==> config.mk <==
export PLATFORM = sky130hd
export DESIGN_NAME = data_memory_arbiter
export DESIGN_NICKNAME = d
export VERILOG_FILES = /design/src/rtl/data_memory_arbiter_pkg.sv /design/src/rtl/data_memory_arbiter_rr_arbiter2.sv /design/src/rtl/data_memory_arbiter.sv
export SDC_FILE = /design/constraint.sdc
export NUM_CORES = 1
export LEC_CHECK = 0
export ABC_AREA = 0
export CORE_UTILIZATION = 40
export CTS_BUF_LIST = sky130_fd_sc_hd__clkbuf_8
export CTS_CLUSTER_DIAMETER = 150
export CTS_CLUSTER_SIZE = 8
export DETAILED_ROUTE_END_ITERATION = 8
export MAX_ROUTING_LAYER = met4
export PLACE_DENSITY_LB_ADDON = 0.2
export SYNTH_ARGS = -nofsm -noshare
export SYNTH_HDL_FRONTEND = slang
export SYNTH_SLANG_ARGS = --single-unit
==> constraint.sdc <==
create_clock -name clk -period 2.85 [get_ports clk]
set_input_delay 0.57 -clock clk [delete_from_list [all_inputs] [get_ports clk]]
set_output_delay 0.57 -clock clk [all_outputs]
set_load 0.1 [all_outputs]
==> src/rtl/data_memory_arbiter_pkg.sv <==
// Shared types and defaults for the data memory arbiter: FSM encoding,
// requester indices and default port widths.
package data_memory_arbiter_pkg;

  localparam int ADDR_W_DEF = 8;
  localparam int DATA_W_DEF = 9;

  localparam int REQ0 = 0;
  localparam int REQ1 = 1;

  typedef enum logic [1:0] {
    ST_IDLE   = 2'd0,
    ST_ACCESS = 2'd1,
    ST_CLEAR  = 2'd2
  } state_t;

endpackage

==> src/rtl/data_memory_arbiter_rr_arbiter2.sv <==
// Two-way round-robin pick: the pointer side wins when eligible, otherwise
// the other side. Masked requesters are never eligible.
module rr_arbiter2 (
  input  logic [1:0] req,
  input  logic [1:0] mask,
  input  logic       ptr,
  output logic       any,
  output logic       win
);

  logic [1:0] elig;

  always_comb begin
    elig = req & ~mask;
    any  = |elig;
    win  = ptr;
    if (!elig[ptr]) win = ~ptr;
  end

endmodule

==> src/rtl/data_memory_arbiter.sv <==
// Shares one combinational-read data memory port between the core (r0) and
// the loader/debug path (r1), with a clear engine that sweeps every address.
module data_memory_arbiter
  import data_memory_arbiter_pkg::*;
#(
  parameter int                ADDR_W    = ADDR_W_DEF,
  parameter int                DATA_W    = DATA_W_DEF,
  parameter logic [DATA_W-1:0] CLEAR_VAL = '0
) (
  input  logic              clk,
  input  logic              rst_n,
  input  logic              r0_req,
  input  logic              r0_we,
  input  logic [ADDR_W-1:0] r0_addr,
  input  logic [DATA_W-1:0] r0_wdata,
  output logic              r0_gnt,
  output logic              r0_rvalid,
  output logic [DATA_W-1:0] r0_rdata,
  input  logic              r1_req,
  input  logic              r1_we,
  input  logic [ADDR_W-1:0] r1_addr,
  input  logic [DATA_W-1:0] r1_wdata,
  output logic              r1_gnt,
  output logic              r1_rvalid,
  output logic [DATA_W-1:0] r1_rdata,
  input  logic              clr_start,
  output logic              clr_busy,
  output logic              mem_we,
  output logic [ADDR_W-1:0] mem_a,
  output logic [DATA_W-1:0] mem_d,
  input  logic [DATA_W-1:0] mem_spo
);

  localparam logic [ADDR_W-1:0] ADDR_LAST = '1;

  state_t            state, state_nxt;
  logic [1:0]        gnt_p0, gnt_nxt;
  logic              we_p0, we_nxt;
  logic [ADDR_W-1:0] addr_p0, addr_nxt;
  logic [DATA_W-1:0] data_p0, data_nxt;
  logic              busy, busy_nxt;
  logic              ptr, ptr_nxt;
  logic              arb_any, arb_win;

  logic [1:0]        rd_vld_p1;
  logic [DATA_W-1:0] rd_data0_p1, rd_data1_p1;

  // The current grant masks its own still-high request for one edge.
  rr_arbiter2 u_arb (
    .req  ({r1_req, r0_req}),
    .mask (gnt_p0),
    .ptr  (ptr),
    .any  (arb_any),
    .win  (arb_win)
  );

  always_comb begin
    state_nxt = state;
    gnt_nxt   = '0;
    we_nxt    = 1'b0;
    addr_nxt  = addr_p0;
    data_nxt  = data_p0;
    busy_nxt  = 1'b0;
    ptr_nxt   = ptr;
    case (state)
      ST_IDLE, ST_ACCESS: begin
        if (clr_start) begin
          state_nxt = ST_CLEAR;
          we_nxt    = 1'b1;
          addr_nxt  = '0;
          data_nxt  = CLEAR_VAL;
          busy_nxt  = 1'b1;
        end else if (arb_any) begin
          state_nxt        = ST_ACCESS;
          gnt_nxt[arb_win] = 1'b1;
          ptr_nxt          = ~arb_win;
          if (arb_win == REQ1[0]) begin
            we_nxt   = r1_we;
            addr_nxt = r1_addr;
            data_nxt = r1_wdata;
          end else begin
            we_nxt   = r0_we;
            addr_nxt = r0_addr;
            data_nxt = r0_wdata;
          end
        end else begin
          state_nxt = ST_IDLE;
        end
      end
      ST_CLEAR: begin
        // Incrementing past the last address wraps the counter back to 0.
        addr_nxt = addr_p0 + 1'b1;
        if (addr_p0 == ADDR_LAST) begin
          state_nxt = ST_IDLE;
        end else begin
          we_nxt   = 1'b1;
          data_nxt = CLEAR_VAL;
          busy_nxt = 1'b1;
        end
      end
      default: state_nxt = ST_IDLE;
    endcase
  end

  always_ff @(posedge clk or negedge rst_n) begin
    if (!rst_n) begin
      state <= ST_IDLE;
    end else begin
      state <= state_nxt;
    end
  end

  // Stage p0: registered command on the memory port.
  always_ff @(posedge clk or negedge rst_n) begin
    if (!rst_n) begin
      gnt_p0  <= '0;
      we_p0   <= 1'b0;
      addr_p0 <= '0;
      data_p0 <= '0;
      busy    <= 1'b0;
      ptr     <= 1'b0;
    end else begin
      gnt_p0  <= gnt_nxt;
      we_p0   <= we_nxt;
      addr_p0 <= addr_nxt;
      data_p0 <= data_nxt;
      busy    <= busy_nxt;
      ptr     <= ptr_nxt;
    end
  end

  // Stage p1: read data captured at the end of the grant cycle.
  always_ff @(posedge clk or negedge rst_n) begin
    if (!rst_n) begin
      rd_vld_p1   <= '0;
      rd_data0_p1 <= '0;
      rd_data1_p1 <= '0;
    end else begin
      rd_vld_p1 <= gnt_p0 & {2{~we_p0}};
      if (gnt_p0[REQ0] && !we_p0) rd_data0_p1 <= mem_spo;
      if (gnt_p0[REQ1] && !we_p0) rd_data1_p1 <= mem_spo;
    end
  end

  assign r0_gnt    = gnt_p0[REQ0];
  assign r1_gnt    = gnt_p0[REQ1];
  assign r0_rvalid = rd_vld_p1[REQ0];
  assign r1_rvalid = rd_vld_p1[REQ1];
  assign r0_rdata  = rd_data0_p1;
  assign r1_rdata  = rd_data1_p1;
  assign clr_busy  = busy;
  assign mem_we    = we_p0;
  assign mem_a     = addr_p0;
  assign mem_d     = data_p0;

endmodule

---- Word-level counts from Yosys, hierarchy flattened ----
Index checks and enable logic that the tools add are counted.
storage, ports and cells
  bits in registers ....................... 44
  latch bits .............................. 0
  bits in writable memories ............... 0
  ROM bits ................................ 0
  input bits .............................. 50
  output and inout bits ................... 41
  word-level logic and storage cells ...... 66
  memories ................................ 0
cells by class
  add/subtract/negate cells ............... 1
  multipliers ............................. 0
  div/mod/pow operators ................... 0
  magnitude comparators ................... 3
  eq/ne operators ......................... 6
  shifts and indexed selects .............. 0
  muxes and demuxes ....................... 28
  bitwise logic cells ..................... 7
  reductions and logical operators ........ 11
operator list
  kind                                                                   count
  9-bit 2-to-1 mux                                                       4
  8-bit 2-to-1 mux                                                       3
  9-bit one-hot mux with 2 select lines                                  1
  8-bit one-hot mux with 2 select lines                                  1
  1-bit 2-to-1 mux                                                       10
  2-bit 2-to-1 mux                                                       5
  8-bit by 1-bit adder with 8-bit output (second input constant)         1
  8-bit == test (second input constant)                                  1
  3-bit AND reduction                                                    2
  2-bit AND                                                              2
  1-bit by 2-bit < comparator with 1-bit output (second input constant)  2
  2-bit inequality test (second input constant)                          2
  1-bit inverter                                                         4
  1-bit one-hot mux with 2 select lines                                  2
  2-bit one-hot mux with 2 select lines                                  1
  2-bit OR reduction                                                     2
  1-bit logical AND                                                      3
  3-bit inequality test (second input constant)                          1
  2-bit by 1-bit == test with 1-bit output (second input constant)       1
  2-bit == test (second input constant)                                  1
  2-bit logical NOT                                                      1
  2-bit inverter                                                         1
  2-bit AND reduction                                                    1
  2-bit nonzero test                                                     1
  other kinds (3)                                                        3

---- Logic depth before layout (Yosys ltp) ----
Gate-level depths: netlist (run 1).
  word-level depth ........................ 12
  mapped depth ............................ 6
  gate-level depth less buffers ........... 6

---- Hierarchy ----
Synthesis (run 1) repeated with hierarchy kept, for this count alone.
unflattened totals
  cells, all modules ...................... 168
  area, all modules ....................... 2,059.5 µm²
modules (own cells, without submodules)
  module               times used  cells each  area an instance (µm²)  seq. area each (µm²)
  data_memory_arbiter  1           163         2,015.7                 1,101.1
  rr_arbiter2          1           5           43.8                    0.0

---- Least setup slack after synthesis (run 1) ----
No wires, ideal clock.
  kind .................................... reg-to-reg
  start point ............................. register addr_p0[3] (netlist: mem_a[3])
  end point ............................... register data_p0[8] (netlist: mem_d[8])
  setup time .............................. 0.078 ns
  arrival time ............................ 1.967 ns
  required time ........................... 2.772 ns
  path slack .............................. 0.805 ns
  cell stages (with the launch flop) ...... 6
  path buffers ............................ 0
  period minus slack after synthesis ...... 2.045 ns
  cells stage by stage .................... dfrtp_1 > and3_2 > nand3_2 > o21a_4 > nor2_8 > o2bb2ai_1
on the way
  word-level cells in the longest chain between the ends .. 3
ends and longest elaborated chain
  element                                 RTL line                    RTL
  from (decl)                             data_memory_arbiter.sv:39   logic [ADDR_W-1:0] addr_p0, addr_nxt;
  from (signal assigned)                  data_memory_arbiter.sv:125  addr_p0 <= addr_nxt;
  8-bit == test                           data_memory_arbiter.sv:93   if (addr_p0 == ADDR_LAST) begin
  2-bit inequality test (no source line)  -
  3-bit AND reduction (no source line)    -
  to (signal assigned)                    data_memory_arbiter.sv:126  data_p0 <= data_nxt;
  to (decl)                               data_memory_arbiter.sv:40   logic [DATA_W-1:0] data_p0, data_nxt;
No other way between the ends.
A chain may end at the register's enable or synchronous reset.

---- Final worst setup path (run 1) ----
  start point ............................. input port r0_req
  end point ............................... register data_p0[6] (netlist: mem_d[6])
on the way
  word-level cells in the longest chain between the ends .. 8
  elaborated cells on any way between the ends .. 11
  those cells by class .................... eq/ne (1); mux (7); bitwise (1); reduce/logical (2)
ends and longest elaborated chain
  element                                               RTL line                               RTL
  from (decl)                                           data_memory_arbiter.sv:12              input logic r0_req,
  2-bit AND (*)                                         data_memory_arbiter_rr_arbiter2.sv:14  elig = req & ~mask;
  1-bit 2-to-1 mux (implied by the code) (2 in series)  data_memory_arbiter_rr_arbiter2.sv:17  if (!elig[ptr]) win = ~ptr;
  1-bit 2-to-1 mux                                      data_memory_arbiter_rr_arbiter2.sv:17
  9-bit 2-to-1 mux                                      data_memory_arbiter.sv:77              if (arb_win == REQ1[0]) begin
  9-bit 2-to-1 mux                                      data_memory_arbiter.sv:73              end else if (arb_any) begin
  9-bit 2-to-1 mux                                      data_memory_arbiter.sv:67              if (clr_start) begin
  9-bit one-hot mux with 2 select lines                 data_memory_arbiter.sv:65              case (state)
Every way passes the cells marked *; elsewhere a longest branch is shown, timed or not. The select of a mux whose other input is x is not followed.

==> results of run 1 <==
[cell usage in the layout, fill, tap and decap left out, drive strengths merged, types with 2 or more instances in the layout]
cell type,instances
clkdlybuf4s50,48
buf,45
dfrtp,44
mux2,19
mux2i,18
o2bb2ai,9
nor2,9
nand2,8
nand3,7
clkbuf,6
inv,4
o221ai,4
a21o,3
nand2b,3
a21oi,3
nor2b,3
and3,2
o21a,2
nor3,2
o211ai,2
[through the flow]
step	cell area (µm²)	instances	utilization, %
6_report	3010	317	62.5
5_1_grt	3010	317	62.5
4_1_cts	3010	317	62.5
3_5_place_dp	2890	309	60.0
3_3_place_gp	2890	309	60.0
2_1_floorplan	2040	154	-
[synthesized netlist by cell type, types with 2 or more instances]
| cell | n | share of area (%) |
|---|---|---|
| a21oi_1 | 3 | 0.74 |
| a21o_1 | 3 | 1.1 |
| o221ai_1 | 4 | 1.7 |
| o2bb2ai_1 | 9 | 3.9 |
| mux2_1 | 7 | 3.9 |
| mux2i_1 | 17 | 8.3 |
| dfrtp_1 | 44 | 54 |
| mux2_2 | 12 | 6.6 |
| buf_2 | 3 | 0.74 |
| inv_1 | 4 | 0.74 |
| nand2b_1 | 3 | 0.92 |
| nor2_2 | 2 | 0.61 |
| nor2b_1 | 2 | 0.61 |
| nor2_1 | 6 | 1.1 |
| nand3_1 | 6 | 1.5 |
| nand2_1 | 8 | 1.5 |
[worst max-delay path, cell delays in order]
cell	delay [ps]
clkdlybuf4s50_1	480
nand2b_1	90
mux2i_4	440
buf_4	280
mux2i_1	210
o2bb2ai_1	70
[final cells by class]
type	count	area [µm²]	area share, %
multi-input combinational	101	876	29.1
sequential	44	1100	36.5
inverter	4	15.0	0.498
clock inverter	2	38.8	1.29
timing repair buffer	93	816	27.1
tap	67	83.8	2.78
clock buffer	6	82.6	2.74
[flip-flops by register name, indices dropped and copies added, names as in the netlist, 2 cells and up]
signal     cells
state          2
mem_a          8
r1_rdata       9
rd_vld_p1      2
mem_d          9
r0_rdata       9
gnt_p0         2
[per-layer routing]
layer / part of all wire [%] / GRT usage [%]
met3: 5.9 / 5.21
met2: 48 / 28.3
met1: 45 / 23.0
met4: 1.3 / 6.41
met5: 0 / -
[final timing paths]
check	from	endpoint	slack [ps]	cells after the start
setup / recovery	r0_req	mem_d[6]	860	6
min in group clk	r1_rdata[6]	r1_rdata[6]	500	1
hold / removal	rst_n	mem_a[2]	410	1
max in group asynchronous	rst_n	mem_d[2]	1850	1
hold reg to reg	r1_rdata[6]	r1_rdata[6]	500	1
setup reg to reg	gnt_p0[0]	mem_d[6]	1130	5
[logic make-up (layout without fill, tap and decap cells)]
family,count (synthesis),after routing,share of synthesized area (%)
flip-flops,44,44,54.0
multiplexers,37,37,20.0
AND/OR/NAND/NOR,35,35,10.3
AO/OA/AOI/OAI,28,28,12.2
buffers and inverters,9,105,3.01
adder cells (fa/ha/maj),1,1,0.614
==> results.yml, run 1 <==
global_routing:
  grt_max_degree: 45
  grt_pass1_wl_um: 7070
  grt_overflow: 0
  antenna_found_initial: 0
  grt_util_all_layers_pct: 18.3
  grt_pass1_vias: 1476
outcome:
  status: "complete, no violations"
route:
  dr.pass1.iters: 4
  vias: 1536
  drtIter0Drc: 43
  ant_nets: 0
  wl_per_cell_um: 14.1
  vias_per_cell: 4.85
  route.detailed.drc: 0
  routed_wl_um: 4470
sta:
  fmax_mhz: 502
  min_period_ps: 1990
  rsz0062_at_grt: "no"
  finalSetupTns_ps: 0
  slew_headroom_pct: 37.5
  worst_slew_pin_slew_ps: 937
  worst_slack_ps: 859
  maxSlewViolCount: 0
  setup_viol: 0
  fin_crit_sh_pct: 69.9
  hold_ws_ps: 414
  finalClockSkew_ps: 6.15
  hold_viol_final: 0
layout:
  fill_cells: 414
  nets: 300
  area_growth_pct: 47.8
  antenna_cells: 0
  layout-drive-gt1-share_pct: 30.8
critical_path:
  cp-end-kind: "flop"
  startpoint_type: "input pin"
  worstSetupPathType: "in2reg"
  arrival_ps: 2140
  worstPathRequired_ps: 3000
  crit_fanout: 10
clocking:
  cts_sinks: 44
  ctsResizeCount: 0
  clk_pin_slew_ps: 80
  htreeDepth: 2
  cts_made_buffers: 5
  clkLatencyLatePin_ps: 300
  clk_path_buf_depth: 2
  cts-root-buf: "clkbuf_8"
  post_cts_buffers: 0
  cts_hold_buffers: 0
  cts_tree: "built"
placed_design:
  place_hpwl_um: 3340
  io_buffers: 90
  place.gp.congestion: 0.828
  dp_slack_ps: 520
die:
  die_h_um: 73.4
  rows: 25
  core_mm2: 0.00482
  ios: 91
  start_util_pct: 42.3
  dieArea_mm2: 0.00538
  die_w_um: 73.4
logic_synthesis:
  yosysUniqueCellTypes: 37
  syn_area_mm2: 0.00204
  syn_avg_cell_area_um2: 13.2
  synth_cells: 154
  ys_seq_area_share_pct: 54.0
  synth_fp_nets: 205
  synth-edff-count: 0
  synthArstFlopShare_pct: 100
  ys_ff_latch: 44
  yosys_warnings: 0
  synth_ff_type: "dfrtp_1"
hold_path:
  hold_path.class: "in2async"
job:
  max-cap-violations: 0
Power of run 1 is left out: the tool's default activity adds up to more than one toggle a clock period on the data nets, which glitch-free logic cannot reach.
==> inputs of run 2 (changes only) <==
Settings changed: CORE_UTILIZATION 40 to 39.
Clock period 2.85 ns to 1.7 ns, I/O delays scaled along.
==> results.yml, run 2 (same netlist as run 1, synthesis figures left out) <==
clocking:
  cts_tree: "built"
  cts_made_buffers: 5
  cts_sinks: 44
  post_cts_buffers: 0
  htreeDepth: 2
  cts-root-buf: "clkbuf_8"
  clkLatencyLatePin_ps: 300
  clk_path_buf_depth: 2
  clk_pin_slew_ps: 90
  ctsResizeCount: 0
critical_path:
  cp_slowest_stage_delay_ps: 450
  timing.rr.end: "mem_d[3]"
  rr_startpoint: "gnt_p0[0]"
  startpoint_type: "input pin"
  slowest_stage: "clkdlybuf4s50_1"
  worstSetupPathType: "in2reg"
  crit_chain: "clkdlybuf4s50_1 > and2b_4 > nor3_2 > nor2_2 > buf_4 > o32ai_1 > o21a_1"
  rrSetupSlack_ps: 160
  cp_top_family: "buffers and inverters"
  path_buf_inv: 2
  arrival_ps: 1800
  worstPathRequired_ps: 1940
  crit_end: "mem_a[2]"
  startpoint: "r0_req"
  crit_fanout: 3
  cp.depth: 7
  cp-end-kind: "flop"
  reg2regPathDepth: 5
layout:
  final_util_pct: 74.4
  layout_common_cells: "clkdlybuf4s50_1, buf_12, dfrtp_1"
  final_common_cell: "clkdlybuf4s50_1"
  area_growth_pct: 78.1
  layout.cells.non_filler: 327
  layout-drive-gt1-share_pct: 36.9
  antenna_cells: 0
  nets: 310
global_routing:
  grt_pass1_vias: 1703
  grt_overflow: 0
  antenna_found_initial: 0
  grt_pass1_wl_um: 7980
  grt_util_all_layers_pct: 20.4
  grt_max_degree: 19
sta:
  rsz0062_at_grt: "no"
  setup_viol: 0
  min_period_ps: 1560
  hold_viol_final: 0
  worst_slew_pin_slew_ps: 513
  slew_headroom_pct: 65.8
  fin_crit_sh_pct: 92.0
  finalClockSkew_ps: 9.03
  fmax_mhz: 640
  maxSlewViolCount: 0
die:
  start_util_pct: 41.8
  ios: 91
  die_w_um: 74.3
  rows: 25
  die_h_um: 74.3
  dieArea_mm2: 0.00552
  core_mm2: 0.00488
placed_design:
  io_buffers: 90
  dp.cells: 318
  place_hpwl_um: 3940
  place.gp.congestion: 0.831
route:
  routed_wl_um: 4930
  drtIter0Drc: 80
  dr.pass1.iters: 4
  route.detailed.drc: 0
  wl_per_cell_um: 15.1
  vias: 1632
  ant_nets: 0
  vias_per_cell: 4.99
hold_path:
  hold_path.class: "in2async"
outcome:
  status: "complete, no violations"
job:
  max-cap-violations: 0
run 2: cell count changes in the layout (fill, tap and decap cells not counted):
cell,delta
buf_12,+42
dlygate4sd3_1,+1
buf_4,-33
dfrtp_2,+9
dfrtp_1,-10
dfrtp_4,+1
run 2: area by class of cell:
type	count	area, µm²
Timing Repair Buffer	103	1420
Fill cell	317	1250
Sequential cell	44	1120
Multi-Input combinational cell	101	876
Tap cell	67	83.8
Clock buffer	6	82.6
Clock inverter	2	38.8
Inverter	4	15.0
run 2: worst min-delay path by stage:
stage                from           to  depth (start not counted)
floorplan           rst_n     clr_busy                          0
global placement    rst_n     mem_a[3]                          1
detailed placement  rst_n     mem_a[3]                          1
CTS                 rst_n          ptr                          2
global route        rst_n  r1_rdata[6]                          2
finish              rst_n          ptr                          2
run 2: timing repair:
action	CTS	global route
hold buffers	1	0
setup endpoints to repair	0	0
endpoints found under the hold margin	16	0
run 2: worst register-to-register path, stage by stage, from the launching register on:
cell and delay, ps:
dfrtp_2 450, nand2b_1 180, mux2i_4 220, buf_4 260
mux2i_1 240, o2bb2ai_1 70
run 2: layer usage:
metal | routed length, µm | vias to the layer above | global-route usage [%]
li1 | - | 775 | -
met1 | 2060 | 796 | 25.0
met2 | 2510 | 55 | 32.6
met3 | 301 | 6 | 5.83
met4 | 59 | 0 | 6.29
met5 | 0 | - | -
run 2: per-stage QoR:
step	setup WS, ps	TNS [ps]	hold slack (ps)	instance area, µm²
5_1_grt	69.6	0	540	3630
6_report	137	0	507	3630
4_1_cts	147	0	512	3630
2_1_floorplan	7.23	0	44.4	2050
3_3_place_gp	-90.3	-1120	287	3500
3_5_place_dp	-163	-2360	294	3500
Power of run 2 is left out for the same reason.
==> inputs of run 3 (changes only) <==
Settings changed: HOLD_SLACK_MARGIN from default to 0.12.
==> results of run 3 <==
The final DEF is identical to that of run 2; final timing and power are the same.
Power of run 3 is left out for the same reason.
